File: config.mk
export PLATFORM = sky130hd
export DESIGN_NAME = pc_gen_unit_flat
export DESIGN_NICKNAME = d
export VERILOG_FILES = /design/src/rtl/pc_gen_unit_if.sv /design/src/rtl/pc_gen_unit.sv /design/src/flat_wrapper.sv
export SDC_FILE = /design/constraint.sdc
export NUM_CORES = 1
export LEC_CHECK = 0
export BUFFER_PORTS_ARGS = -buffer_cell sky130_fd_sc_hd__buf_4
export CORE_ASPECT_RATIO = 1.5
export CORE_UTILIZATION = 39
export CTS_CLUSTER_DIAMETER = 50
export DETAILED_ROUTE_END_ITERATION = 7
export HOLD_SLACK_MARGIN = 0.08
export PLACE_DENSITY = 0.65
export SYNTH_ARGS = -nofsm -noshare
export SYNTH_HDL_FRONTEND = slang
export SYNTH_SLANG_ARGS = --single-unit
File: constraint.sdc
create_clock -name clk -period 4.87 [get_ports clk]
set_clock_uncertainty 0.15 [all_clocks]
set_input_delay 0.7305 -clock clk [delete_from_list [all_inputs] [get_ports clk]]
set_output_delay 0.7305 -clock clk [all_outputs]
set_load 0.05 [all_outputs]
File: src/rtl/pc_gen_unit_if.sv
// Fetch request bundle between the PC generator (master) and instruction memory (slave).
// The generator drives the request; memory answers with ready and the instruction size.
interface pc_gen_unit_if #(
  parameter int XLEN = 32
) ();
  logic            fetch_valid;
  logic            fetch_ready;
  logic [XLEN-1:0] pc;
  logic            fetch_compressed;

  modport master (
    output fetch_valid,
    output pc,
    input  fetch_ready,
    input  fetch_compressed
  );

  modport slave (
    input  fetch_valid,
    input  pc,
    output fetch_ready,
    output fetch_compressed
  );
endinterface

File: src/rtl/pc_gen_unit.sv
// Fetch-stage program counter: picks trap, redirect, sequential step or hold each cycle,
// runs a BOOT/RUN/HALT control state, flags misaligned redirects and counts accepted fetches.
module pc_gen_unit #(
  parameter int                XLEN         = 32,
  parameter logic [XLEN-1:0]   RESET_VECTOR = '0,
  parameter int                C_EXT        = 0,
  parameter int                CNT_W        = 32
) (
  input  logic                 clk,
  input  logic                 rst,
  pc_gen_unit_if.master        fetch,
  input  logic                 br_valid,
  input  logic                 br_is_jalr,
  input  logic [XLEN-1:0]      br_pc,
  input  logic [XLEN-1:0]      br_base,
  input  logic [XLEN-1:0]      br_imm,
  output logic [XLEN-1:0]      br_target,
  input  logic                 trap_valid,
  input  logic [XLEN-1:0]      trap_vec,
  input  logic                 halt_req,
  input  logic                 resume_req,
  output logic                 halted,
  output logic                 misalign_exc,
  output logic [XLEN-1:0]      misalign_addr,
  output logic [CNT_W-1:0]     fetch_count
);

  typedef enum logic [1:0] {BOOT, RUN, HALT} state_t;

  state_t            state_reg, state_next;
  logic [XLEN-1:0]   pc_reg, pc_next;
  logic [XLEN-1:0]   misalign_addr_reg, misalign_addr_next;
  logic              misalign_exc_reg, misalign_exc_next;
  logic [CNT_W-1:0]  fetch_count_reg, fetch_count_next;
  logic              fetch_valid;
  logic              accept;
  logic              target_misaligned;
  logic [XLEN-1:0]   step;
  logic [XLEN-1:0]   trap_pc;

  assign br_target = br_is_jalr ? ((br_base + br_imm) & ~XLEN'(1)) : (br_pc + br_imm);
  assign trap_pc   = trap_vec & ~XLEN'(3);
  assign step      = ((C_EXT != 0) && fetch.fetch_compressed) ? XLEN'(2) : XLEN'(4);

  // With compressed support only the byte bit matters; jalr already clears it.
  generate
    if (C_EXT != 0) begin : g_align_c
      assign target_misaligned = br_target[0];
    end else begin : g_align_w
      assign target_misaligned = |br_target[1:0];
    end
  endgenerate

  assign fetch_valid       = (state_reg == RUN);
  assign accept            = fetch_valid & fetch.fetch_ready;
  assign fetch.fetch_valid = fetch_valid;
  assign fetch.pc          = pc_reg;
  assign halted            = (state_reg == HALT);
  assign misalign_exc      = misalign_exc_reg;
  assign misalign_addr     = misalign_addr_reg;
  assign fetch_count       = fetch_count_reg;

  always_comb begin
    state_next         = state_reg;
    pc_next            = pc_reg;
    misalign_exc_next  = 1'b0;
    misalign_addr_next = misalign_addr_reg;
    fetch_count_next   = accept ? fetch_count_reg + CNT_W'(1) : fetch_count_reg;
    case (state_reg)
      BOOT: state_next = RUN;
      RUN: begin
        if (trap_valid) begin
          pc_next = trap_pc;
        end else if (br_valid && !target_misaligned) begin
          pc_next = br_target;
        end else if (br_valid) begin
          misalign_exc_next  = 1'b1;
          misalign_addr_next = br_target;
        end else if (accept) begin
          pc_next = pc_reg + step;
        end
        if (halt_req) state_next = HALT;
      end
      HALT: begin
        // Redirects are ignored while halted; only traps move the PC.
        if (trap_valid) pc_next = trap_pc;
        if (resume_req) state_next = RUN;
      end
      default: state_next = BOOT;
    endcase
  end

  always_ff @(posedge clk) begin
    if (rst) begin
      state_reg         <= BOOT;
      pc_reg            <= RESET_VECTOR;
      misalign_exc_reg  <= 1'b0;
      misalign_addr_reg <= '0;
      fetch_count_reg   <= '0;
    end else begin
      state_reg         <= state_next;
      pc_reg            <= pc_next;
      misalign_exc_reg  <= misalign_exc_next;
      misalign_addr_reg <= misalign_addr_next;
      fetch_count_reg   <= fetch_count_next;
    end
  end

endmodule

File: src/flat_wrapper.sv
// flat-port wrapper written by rule: the top's interface ports become plain ports
module pc_gen_unit_flat 
#(
  parameter int                XLEN         = 32,
  parameter logic [XLEN-1:0]   RESET_VECTOR = '0,
  parameter int                C_EXT        = 0,
  parameter int                CNT_W        = 32
)
  (clk, rst, br_valid, br_is_jalr, br_pc, br_base, br_imm, br_target, trap_valid, trap_vec, halt_req, resume_req, halted, misalign_exc, misalign_addr, fetch_count, fetch_fetch_valid, fetch_pc, fetch_fetch_ready, fetch_fetch_compressed);
  pc_gen_unit_if #(.XLEN(XLEN)) fetch_i ();
  input  logic clk;
  input  logic rst;
  input  logic br_valid;
  input  logic br_is_jalr;
  input  logic [XLEN-1:0] br_pc;
  input  logic [XLEN-1:0] br_base;
  input  logic [XLEN-1:0] br_imm;
  output logic [XLEN-1:0] br_target;
  input  logic trap_valid;
  input  logic [XLEN-1:0] trap_vec;
  input  logic halt_req;
  input  logic resume_req;
  output logic halted;
  output logic misalign_exc;
  output logic [XLEN-1:0] misalign_addr;
  output logic [CNT_W-1:0] fetch_count;
  output wire logic [$bits(fetch_i.fetch_valid)-1:0] fetch_fetch_valid;
  output wire logic [$bits(fetch_i.pc)-1:0] fetch_pc;
  input wire logic [$bits(fetch_i.fetch_ready)-1:0] fetch_fetch_ready;
  input wire logic [$bits(fetch_i.fetch_compressed)-1:0] fetch_fetch_compressed;
  assign fetch_fetch_valid = fetch_i.fetch_valid;
  assign fetch_pc = fetch_i.pc;
  assign fetch_i.fetch_ready = fetch_fetch_ready;
  assign fetch_i.fetch_compressed = fetch_fetch_compressed;
  pc_gen_unit #(.XLEN(XLEN), .RESET_VECTOR(RESET_VECTOR), .C_EXT(C_EXT), .CNT_W(CNT_W)) u_core (.clk(clk), .rst(rst), .fetch(fetch_i), .br_valid(br_valid), .br_is_jalr(br_is_jalr), .br_pc(br_pc), .br_base(br_base), .br_imm(br_imm), .br_target(br_target), .trap_valid(trap_valid), .trap_vec(trap_vec), .halt_req(halt_req), .resume_req(resume_req), .halted(halted), .misalign_exc(misalign_exc), .misalign_addr(misalign_addr), .fetch_count(fetch_count));
endmodule
==> results.md <==
- First-pass GRT wire length: around 43 mm
- Status: completed
- Synthesized instance count: about 1,100
- Buf/Inv on CP: 2
- Synth top area share: between 20 and 25%
- Setup violation total in the final timing report: 0
- Crit path launch type: input pin
- HP Class: reg2reg
- # diodes: 0
- Vias in the first global route: about 8,400
- Initial antenna violation count: 0
- H-tree depth: 3
- Syn Nets: roughly 1,300
- Port Buf Inserts: between 200 and 300
- Static Leak: around 4.8 nW
- Post-CTS Setup Repair Bufs: 0
- Power Density: 298 mW/mm2
- Internal Pwr Total: around 1.8 mW
- Rel. slew slack: approximately 44%
- Crit path time final: 4.67 ns
- Core Area: slightly above 0.02 mm2
- Min Hold Slack: 0.312 ns
- Clock share of power: a little over a fifth
- EDFF count, synth: 0
- Switch share: ~44%
- RePlAce Congestion: 0.936
- Seq/Total Area, Yosys: ~24%
- Slew @ Worst Pin: around 0.83 ns
- Reg power frac: between 20% and 30%
- DR pass1 iterations: 5
- FF+latch area: around 0.0020 mm2
- Crit path max-delay cell type: fa_1
- Critical path data required time: between 3 and 4 ns
- VDD IR max: about 0.00016 V
- Synth Flop Type: dfxtp_1
- Fillers: 2,107
- Clock latency on the worst-skew pair: around 0.35 ns
- Final Util: a little over half
- Clock transition at the registers of the reported paths: around 0.070 ns
- # DRC: 0
- Switch Pwr: between 1 and 1.5 mW
- TritonCTS clock tree: done
- Post-synth ARST share: 0%
- Mean Syn Cell Area: 7.46 um2
- Post-route ant nets: 0
- Synth cell count leaders: nor2_1, dfxtp_1, a21oi_1, nand2_1, ha_1
- Post-place setup slack: 0.233 ns
- Routed len/inst: ~17 um
- Routed WL: 27.7 mm
- Final cycle utilization of the critical path: 95.9%
- Cells along the critical path: buf_4 -> ha_1 -> fa_1 -> a211oi_1 -> o21ai_1 -> a211oi_4 -> o21ai_1 -> a21oi_2 -> a21oi_1 -> nor4_1 -> a31o_1 -> a211o_1 -> buf_4
- Die Area: around 0.022 mm2
- Clock root cell: clkbuf_16
- Vias: approximately 9,000
- CTS buffer count: 9
- Cell area after synthesis: ~0.0082 mm2
- WS Path Type: in2out
- Max Clk Rate: around 210 MHz
- TritonCTS sink count: 99
- Worst path max stage delay: ~0.43 ns
- P&R area growth vs syn: 31.9%
- Slew Limit Fails: 0
- Multi-input logic area: about 0.0059 mm2
- DR iter-0 viols: about 430
- I/O Pins: 268
- Largest net degree at the start of global routing: 76
- CP max FO: 4
- Die Y: between 150 and 200 um
- RSZ-0062 raised after global routing: false
- Worst Path Arrival: ~3.8 ns
- Crit-path leading delay family: compound AO/OA/AOI/OAI gates
- Num rows: 64
- Setup ws final: a little over 0.2 ns
- Gr usage total: around 25%
- Vias per Instance: between 5 and 6
- Most frequent cell after synthesis: nor2_1
- Synth Register Bits: 99
- Layout net count: 1,550
- Post-synth top area cell: dfxtp_1
- Number of max-cap violations: 0
- Top post-synthesis cells by area: dfxtp_1, ha_1, nor2_1
- Post-Route Setup TNS: 0 ns
- Synth cell types: 72
- Tot Pwr: roughly 3.2 mW
- Clock Path Buffers: 2
- Die width: about 120 um
- Yosys warns: 0
- Combinational share of power: approximately 49%
- Initial core utilization: between 30% and 40%
- Final Hold Vio Count: 0
- Critical path endpoint category: output pin
- Layout cells sized above 1: a little under a quarter
- Post-detail-place hpwl: 22.3 mm
- GR Overflow Total: 0
[through the flow]
| step | instance area [um2] | instances |
|---|---|---|
| global placement | 10500 | 1598 |
| CTS | 10800 | 1614 |
| finish | 10800 | 1614 |
| floorplan | 8170 | 1095 |
| global route | 10800 | 1614 |
| detailed placement | 10500 | 1598 |
[routing by layer]
metal  part of all wire (%)  wire length [um]  track usage (%)  vias to the layer above
met5                      0                 0                0                        -
li1                       -                 -                -                     4494
met2                     50             13800             44.0                      299
met1                     40             11100             29.0                     4162
met3                    6.2              1720             3.98                       54
met4                    4.0              1110             12.4                        0
[worst min-delay path, cell delays in order, from the launching register on]
cell and delay (ns):
dfxtp_1 0.31, nand2_1 0.05, a21oi_1 0.05
[worst paths after layout]
path	start	end	slack, ns	cells after the start
setup / recovery	br_pc[0]	br_target[28]	0.20	13
hold / removal	u_core.misalign_addr[2]$_SDFFE_PP0P_	u_core.misalign_addr[2]$_SDFFE_PP0P_	0.31	2
setup reg to reg	u_core.state_reg[1]$_SDFFE_PP0P_	u_core.fetch_count[30]$_SDFFE_PP0P_	1.70	11
hold reg to reg	u_core.misalign_addr[2]$_SDFFE_PP0P_	u_core.misalign_addr[2]$_SDFFE_PP0P_	0.31	2
[final cells by class]
cell class / count / area share (%)
sequential: 99 / 18.4
inverter: 24 / 0.836
timing repair buffer: 287 / 20.1
clock inverter: 5 / 0.337
tap: 264 / 3.06
clock buffer: 11 / 2.25
multi-input combinational: 924 / 55.0
[cell families after synthesis]
kind of cell	synth area share [%]
buffers and inverters	3.38
xor gates and xnor gates	10.2
and+or+nand+nor	24.3
muxes	0.857
adders and majority gates	10.6
AOI/OAI and AO/OA	26.4
DFF	24.3
[power groups by stage]
| stage | Clock [mW] | Sequential [mW] | Combinational, mW |
|---|---|---|---|
| global placement | 0 | 0.963 | 1.57 |
| CTS | 0.703 | 0.947 | 1.58 |
| finish | 0.684 | 0.948 | 1.58 |
| floorplan | 0 | 1.15 | 0.853 |
| detailed placement | 0 | 0.966 | 1.57 |
| global route | 0.738 | 0.958 | 1.69 |
[layout by cell type, fill, tap and decap left out, types with 5 or more instances in the layout]
| cell type | count |
|---|---|
| a2111oi_0 | 5 |
| a211oi_1 | 39 |
| a21o_1 | 31 |
| a21oi_1 | 95 |
| a31oi_1 | 8 |
| and2_1 | 10 |
| and3_1 | 17 |
| and4_1 | 9 |
| buf_4 | 286 |
| clkbuf_16 | 9 |
| dfxtp_1 | 99 |
| ha_1 | 66 |
| inv_1 | 24 |
| mux2i_1 | 7 |
| nand2_1 | 87 |
| nand2b_1 | 10 |
| nand3_1 | 39 |
| nand4_1 | 15 |
| nor2_1 | 161 |
| nor2b_1 | 6 |
| nor3_1 | 43 |
| o211ai_1 | 9 |
| o21a_1 | 9 |
| o21ai_0 | 53 |
| o21ai_1 | 14 |
| o21bai_1 | 6 |
| o22ai_1 | 5 |
| or3_1 | 9 |
| xnor2_1 | 34 |
| xor2_1 | 61 |
[timing repair]
action / CTS / global route
resized for setup: 0 / 1
setup endpoints to repair: 0 / 3
endpoints found under the hold margin: 0 / 0
hold buffers: 0 / 0
(Power assumes the default switching activity.)
